## config.mk

```make
export PLATFORM = sky130hd
export DESIGN_NAME = ps2_game_keys
export DESIGN_NICKNAME = d
export VERILOG_FILES = /design/src/rtl/ps2_game_keys.sv
export SDC_FILE = /design/constraint.sdc
export NUM_CORES = 1
export LEC_CHECK = 0
export CAP_MARGIN = 15
export CORE_AREA = 2 2 102 104
export CTS_BUF_LIST = sky130_fd_sc_hd__clkbuf_8
export DETAILED_ROUTE_END_ITERATION = 6
export DIE_AREA = 0 0 104 106
export GPL_TIMING_DRIVEN = 0
export PLACE_DENSITY = 0.5
export SLEW_MARGIN = 20
export SYNTH_ARGS = -nofsm -noshare
export SYNTH_HDL_FRONTEND = slang
export SYNTH_SLANG_ARGS = --single-unit
```

## constraint.sdc

```tcl
create_clock -name clk -period 4.87 [get_ports clk]
set_clock_uncertainty 0.15 [all_clocks]
set_input_delay 0.7305 -clock clk [delete_from_list [all_inputs] [get_ports clk]]
set_output_delay 0.7305 -clock clk [all_outputs]
set_load 0.02 [all_outputs]
```

## src/rtl/ps2_game_keys.sv

```systemverilog
// PS/2 keyboard front end: synchronise, glitch-filter, deserialise frames and track game-key make/break state.
// Optional odd-parity checking is enabled by defining PS2_PARITY_CHECK_EN.
module ps2_game_keys #(
    parameter int CLK_HZ     = 100_000_000,
    parameter int TIMEOUT_US = 200,
    parameter int FILT_LEN   = 8
) (
    input  logic       clk,
    input  logic       rstn,
    input  logic       ps2_clk,
    input  logic       ps2_data,
    output logic [6:0] key_held,
    output logic [6:0] key_press,
    output logic [7:0] scan_code,
    output logic       scan_valid,
    output logic       frame_err
);
    localparam int TO_CYC = CLK_HZ / 1_000_000 * TIMEOUT_US;
    localparam int WD_W   = $clog2(TO_CYC + 1);
    localparam int FC_W   = $clog2(FILT_LEN + 1);

    typedef enum logic [1:0] {S_IDLE, S_SHIFT, S_PARITY, S_STOP} state_t;

    logic [1:0]      clk_sync_q, dat_sync_q;
    logic            filt_q, filt_d;
    logic [FC_W-1:0] filt_cnt_q, filt_cnt_d;
    logic            fall, din;

    state_t          state_q, state_d;
    logic [2:0]      bit_cnt_q, bit_cnt_d;
    logic [7:0]      shift_q, shift_d;
    logic            par_ok_q, par_ok_d;
    logic [WD_W-1:0] wdog_q, wdog_d;
    logic [7:0]      scan_code_q, scan_code_d;
    logic            scan_valid_q, scan_valid_d;
    logic            frame_err_q, frame_err_d;

    logic            ext_q, ext_d, brk_q, brk_d;
    logic [6:0]      held_q, held_d, press_q, press_d, mask;

    function automatic logic [6:0] key_mask(input logic [7:0] code);
        case (code)
            8'h1D:   return 7'h01;
            8'h1B:   return 7'h02;
            8'h1C:   return 7'h04;
            8'h23:   return 7'h08;
            8'h1A:   return 7'h10;
            8'h22:   return 7'h20;
            8'h5A:   return 7'h40;
            default: return 7'h00;
        endcase
    endfunction

    // Filtered clock only follows the synchronised input after FILT_LEN consecutive differing samples.
    always_comb begin
        filt_d     = filt_q;
        filt_cnt_d = '0;
        if (clk_sync_q[1] != filt_q) begin
            if (filt_cnt_q == FC_W'(FILT_LEN - 1)) begin
                filt_d = clk_sync_q[1];
            end else begin
                filt_cnt_d = filt_cnt_q + 1'b1;
            end
        end
    end

    assign fall = filt_q & ~filt_d;
    assign din  = dat_sync_q[1];

    always_comb begin
        state_d      = state_q;
        bit_cnt_d    = bit_cnt_q;
        shift_d      = shift_q;
        par_ok_d     = par_ok_q;
        wdog_d       = '0;
        scan_code_d  = scan_code_q;
        scan_valid_d = 1'b0;
        frame_err_d  = 1'b0;
        if (fall) begin
            case (state_q)
                S_IDLE: begin
                    if (!din) begin
                        state_d   = S_SHIFT;
                        bit_cnt_d = '0;
                    end
                end
                S_SHIFT: begin
                    shift_d   = {din, shift_q[7:1]};
                    bit_cnt_d = bit_cnt_q + 1'b1;
                    if (bit_cnt_q == 3'd7) state_d = S_PARITY;
                end
                S_PARITY: begin
`ifdef PS2_PARITY_CHECK_EN
                    par_ok_d = ^{shift_q, din};
`else
                    par_ok_d = 1'b1;
`endif
                    state_d  = S_STOP;
                end
                S_STOP: begin
                    state_d = S_IDLE;
                    if (din && par_ok_q) begin
                        scan_code_d  = shift_q;
                        scan_valid_d = 1'b1;
                    end else begin
                        frame_err_d  = 1'b1;
                    end
                end
                default: state_d = S_IDLE;
            endcase
        end else if (state_q != S_IDLE) begin
            // Edge-free cycles inside a frame: abandon the frame once the gap reaches the timeout.
            if (wdog_q == WD_W'(TO_CYC - 1)) begin
                frame_err_d = 1'b1;
                state_d     = S_IDLE;
            end else begin
                wdog_d = wdog_q + 1'b1;
            end
        end
    end

    always_comb begin
        ext_d   = ext_q;
        brk_d   = brk_q;
        held_d  = held_q;
        press_d = '0;
        mask    = key_mask(scan_code_q);
        if (scan_valid_q) begin
            if (scan_code_q == 8'hE0) begin
                ext_d = 1'b1;
            end else if (scan_code_q == 8'hF0) begin
                brk_d = 1'b1;
            end else begin
                if (!ext_q) begin
                    held_d  = brk_q ? (held_q & ~mask) : (held_q | mask);
                    press_d = brk_q ? 7'h00 : (mask & ~held_q);
                end
                ext_d = 1'b0;
                brk_d = 1'b0;
            end
        end
    end

    always_ff @(posedge clk or negedge rstn) begin
        if (!rstn) begin
            clk_sync_q   <= 2'b11;
            dat_sync_q   <= 2'b11;
            filt_q       <= 1'b1;
            filt_cnt_q   <= '0;
            state_q      <= S_IDLE;
            bit_cnt_q    <= '0;
            shift_q      <= '0;
            par_ok_q     <= 1'b0;
            wdog_q       <= '0;
            scan_code_q  <= '0;
            scan_valid_q <= 1'b0;
            frame_err_q  <= 1'b0;
            ext_q        <= 1'b0;
            brk_q        <= 1'b0;
            held_q       <= '0;
            press_q      <= '0;
        end else begin
            clk_sync_q   <= {clk_sync_q[0], ps2_clk};
            dat_sync_q   <= {dat_sync_q[0], ps2_data};
            filt_q       <= filt_d;
            filt_cnt_q   <= filt_cnt_d;
            state_q      <= state_d;
            bit_cnt_q    <= bit_cnt_d;
            shift_q      <= shift_d;
            par_ok_q     <= par_ok_d;
            wdog_q       <= wdog_d;
            scan_code_q  <= scan_code_d;
            scan_valid_q <= scan_valid_d;
            frame_err_q  <= frame_err_d;
            ext_q        <= ext_d;
            brk_q        <= brk_d;
            held_q       <= held_d;
            press_q      <= press_d;
        end
    end

    assign key_held   = held_q;
    assign key_press  = press_q;
    assign scan_code  = scan_code_q;
    assign scan_valid = scan_valid_q;
    assign frame_err  = frame_err_q;
endmodule

```

==> out/metrics.csv <==
stage;metric;value;unit
floorplan;row count;37;
route;Vias;1952;
logic_synthesis;Syn Nets;256;
route;Vias/cell;4.604;
timing;hold_ws;0.1188;ns
global_routing;first-pass GRT wire length;9625;µm
critical_path;Worst EP arrival;1.47;ns
logic_synthesis;number of flops mapped to enable cells by yosys;0;
logic_synthesis;Synth Instances;244;
clock_network;Reg clk slew, reported paths;0.09;ns
logic_synthesis;Unique masters post-synth;51;
timing;Max Freq;425.9;MHz
critical_path;CP peak stage delay;0.64;ns
clock_network;CTS Buf Count;9;
route;Detail Route Antenna Nets;0;
clock_network;Worst-Skew Late Latency;0.35;ns
pwr;Leak;1.566;nW
critical_path;startpoint types;register;
clock_network;root buf cell;clkbuf_8;
pwr;peak supply drop;0.1136;mV
pwr;Pwr Density;348.4;nW/µm²
floorplan;chip height;106;µm
clock_network;CTS H-tree lvls;3;
clock_network;# resized after CTS;0;
timing;count of final hold-check violations;0;
critical_path;WS Path Type;register to output port;
logic_synthesis;Avg Inst Size Synth;11.84;µm²
route;DRT Wirelength;5426;µm
global_routing;global route overflow;0;
placed_design;IO Port Bufs;27;
critical_path;critical path capture point type;output port;
critical_path;crit path buf inv count;1;
floorplan;Ports;28;
clock_network;Post-CTS Setup Bufs;0;
timing;worst-margin pin slew;0.5035;ns
floorplan;Core Area;10000;µm²
critical_path;Crit-path slowest cell;clkdlybuf4s50_1;
finish;most frequent cells in the layout;dfrtp_1 (59), clkdlybuf4s50_1 (26), nor2_1 (19);
logic_synthesis;sequential area share after synthesis;0.5565;
critical_path;r2r setup slk;2.69;ns
finish;share of cells above drive strength 1;0.1875;
finish;commonest non-fill, non-tap cell in the layout;dfrtp_1;
timing;Final setup viols;0;
finish;Antenna diodes;0;
run;Max-Cap Viols;0;
timing;Worst slew margin;0.6623;
status;outcome;finished, final reports clean;
finish;synthesis-to-finish area growth;23.17;%
timing;fin crit share;0.4821;
route;DRT iter0 DRCs;84;
critical_path;Worst EP required;3.99;ns
logic_synthesis;synth warn;0;
placed_design;Final GP Congestion;0.7403;
global_routing;all-layer global routing usage;0.1094;
global_routing;vias in the first global route;1993;
placed_design;DP HPWL;3750;µm
route;DRT Pass-1 Iters;4;
timing;setup tns final;0;ns
global_routing;largest net degree at the start of global routing;45;
global_routing;initial antenna violation count;0;
logic_synthesis;Synth async-reset ratio;1.000;
clock_network;CTS sink count;64;
route;Remaining DRCs;0;
logic_synthesis;synthesis-stage register bit count;64;
floorplan;die area;11020;µm²
logic_synthesis;Synth Flop Type;dfrtp_1;
timing;Slew Viols, Final;0;
floorplan;Initial Utilization;0.2889;
critical_path;Worst Path Max Fanout;7;
timing;minimum clock period;2.348;ns
critical_path;CP delay by family, top;buffers and inverters;
clock_network;CTS Hold Bufs;0;
logic_synthesis;Mapped Area;2889;µm²
finish;fin nets;295;
route;WL per Instance;12.80;µm
clock_network;CTS tree;yes;
hold_path;Worst Hold Class;primary input to asynchronous set/reset pin;
critical_path;Critical Path, Cell by Cell;clkdlybuf4s50_1;
clock_network;clock buffer depth;2;
timing;RSZ-0062 raised after global routing;false;
floorplan;die width;104;µm
-- layer usage --
layer  track usage  wire length (µm)
met4       0.05212               119
met2        0.1805              2585
met3       0.02820               211
met1        0.1341              2510
met5             0                 0
-- through the flow --
stage	total power, W	setup slack, ns	std cells	area [µm²]	util
after global routing	0.001309	2.449	424	3558	0.3559
after detailed placement	0.0007823	2.684	408	3354	0.3355
after floorplan	0.0007320	2.807	244	2889	-
final	0.001240	2.522	424	3558	0.3559
after CTS	0.001261	2.485	424	3558	0.3559
after global placement	0.0007763	0.7404	407	3329	0.3330
-- Yosys cell counts, types with 2 or more instances --
master	count	area (µm²)
dfrtp_1	59	1476
nor2_1	19	71.32
mux2_2	17	191.4
nand3_1	12	60.06
xor2_1	12	105.1
nand2_1	11	41.29
ha_1	8	100.1
nand4_1	7	43.79
clkbuf_1	6	22.52
inv_1	6	22.52
o31ai_1	6	45.04
dfstp_2	5	131.4
nor3_1	5	25.02
o21ai_0	5	25.02
and3_1	4	25.02
and4_1	4	35.03
nor3_2	4	40.04
nand2b_1	3	18.77
nand3b_1	3	22.52
nor2b_1	3	18.77
nor4_1	3	18.77
nor4b_1	3	26.28
o21ai_1	3	15.01
xnor2_1	3	26.28
a211oi_1	2	15.01
a21oi_1	2	10.01
and2_1	2	12.51
buf_2	2	10.01
mux2_1	2	22.52
or3_4	2	22.52
-- worst paths after layout --
kind | from | endpoint | depth (start not counted)
min reg2reg | clk_sync_q[0] | clk_sync_q[1] | 0
max | scan_code[6] | scan_code[6] | 1
max reg2reg | filt_cnt_q[0] | scan_code[0] | 5
max in group asynchronous | rstn | filt_q | 2
min | rstn | wdog_q[11] | 1
min in group clk | clk_sync_q[0] | clk_sync_q[1] | 0
-- report_power, final --
| group | internal [W] | switching [W] |
|---|---|---|
| logic | 0.0000622 | 0.0000943 |
| clock network | 0.000241 | 0.000226 |
| registers | 0.000578 | 0.0000382 |
| total | 0.000881 | 0.000359 |
-- kinds of logic after synthesis --
| group | count (synthesis) | share of synthesized area |
|---|---|---|
| DFF | 64 | 0.5565 |
| buffers and inverters | 15 | 0.02295 |
| adders and majority gates | 8 | 0.03465 |
| and+or+nand+nor | 95 | 0.2010 |
| muxes | 19 | 0.07406 |
| xor gates and xnor gates | 15 | 0.04548 |
| AOI/OAI and AO/OA | 28 | 0.06540 |
-- layout make-up --
class / instances / area, µm²
flip-flops and latches: 64 / 1608
clock inverters: 7 / 80.08
multi-input cells: 165 / 1215
clock buffers: 9 / 123.9
well taps: 136 / 170.2
plain buffers: 9 / 43.79
inverters: 6 / 22.52
repair buffers: 28 / 295.3
fillers: 1017 / 6441
-- worst register-to-register path, delay by kind of cell (launching register included) --
kind          cells  cell delay, ns
fa+ha+maj         1            0.23
flops             1            0.38
mux               1            0.39
simple gates      3            0.92
Power figures use the tool's default switching activity.
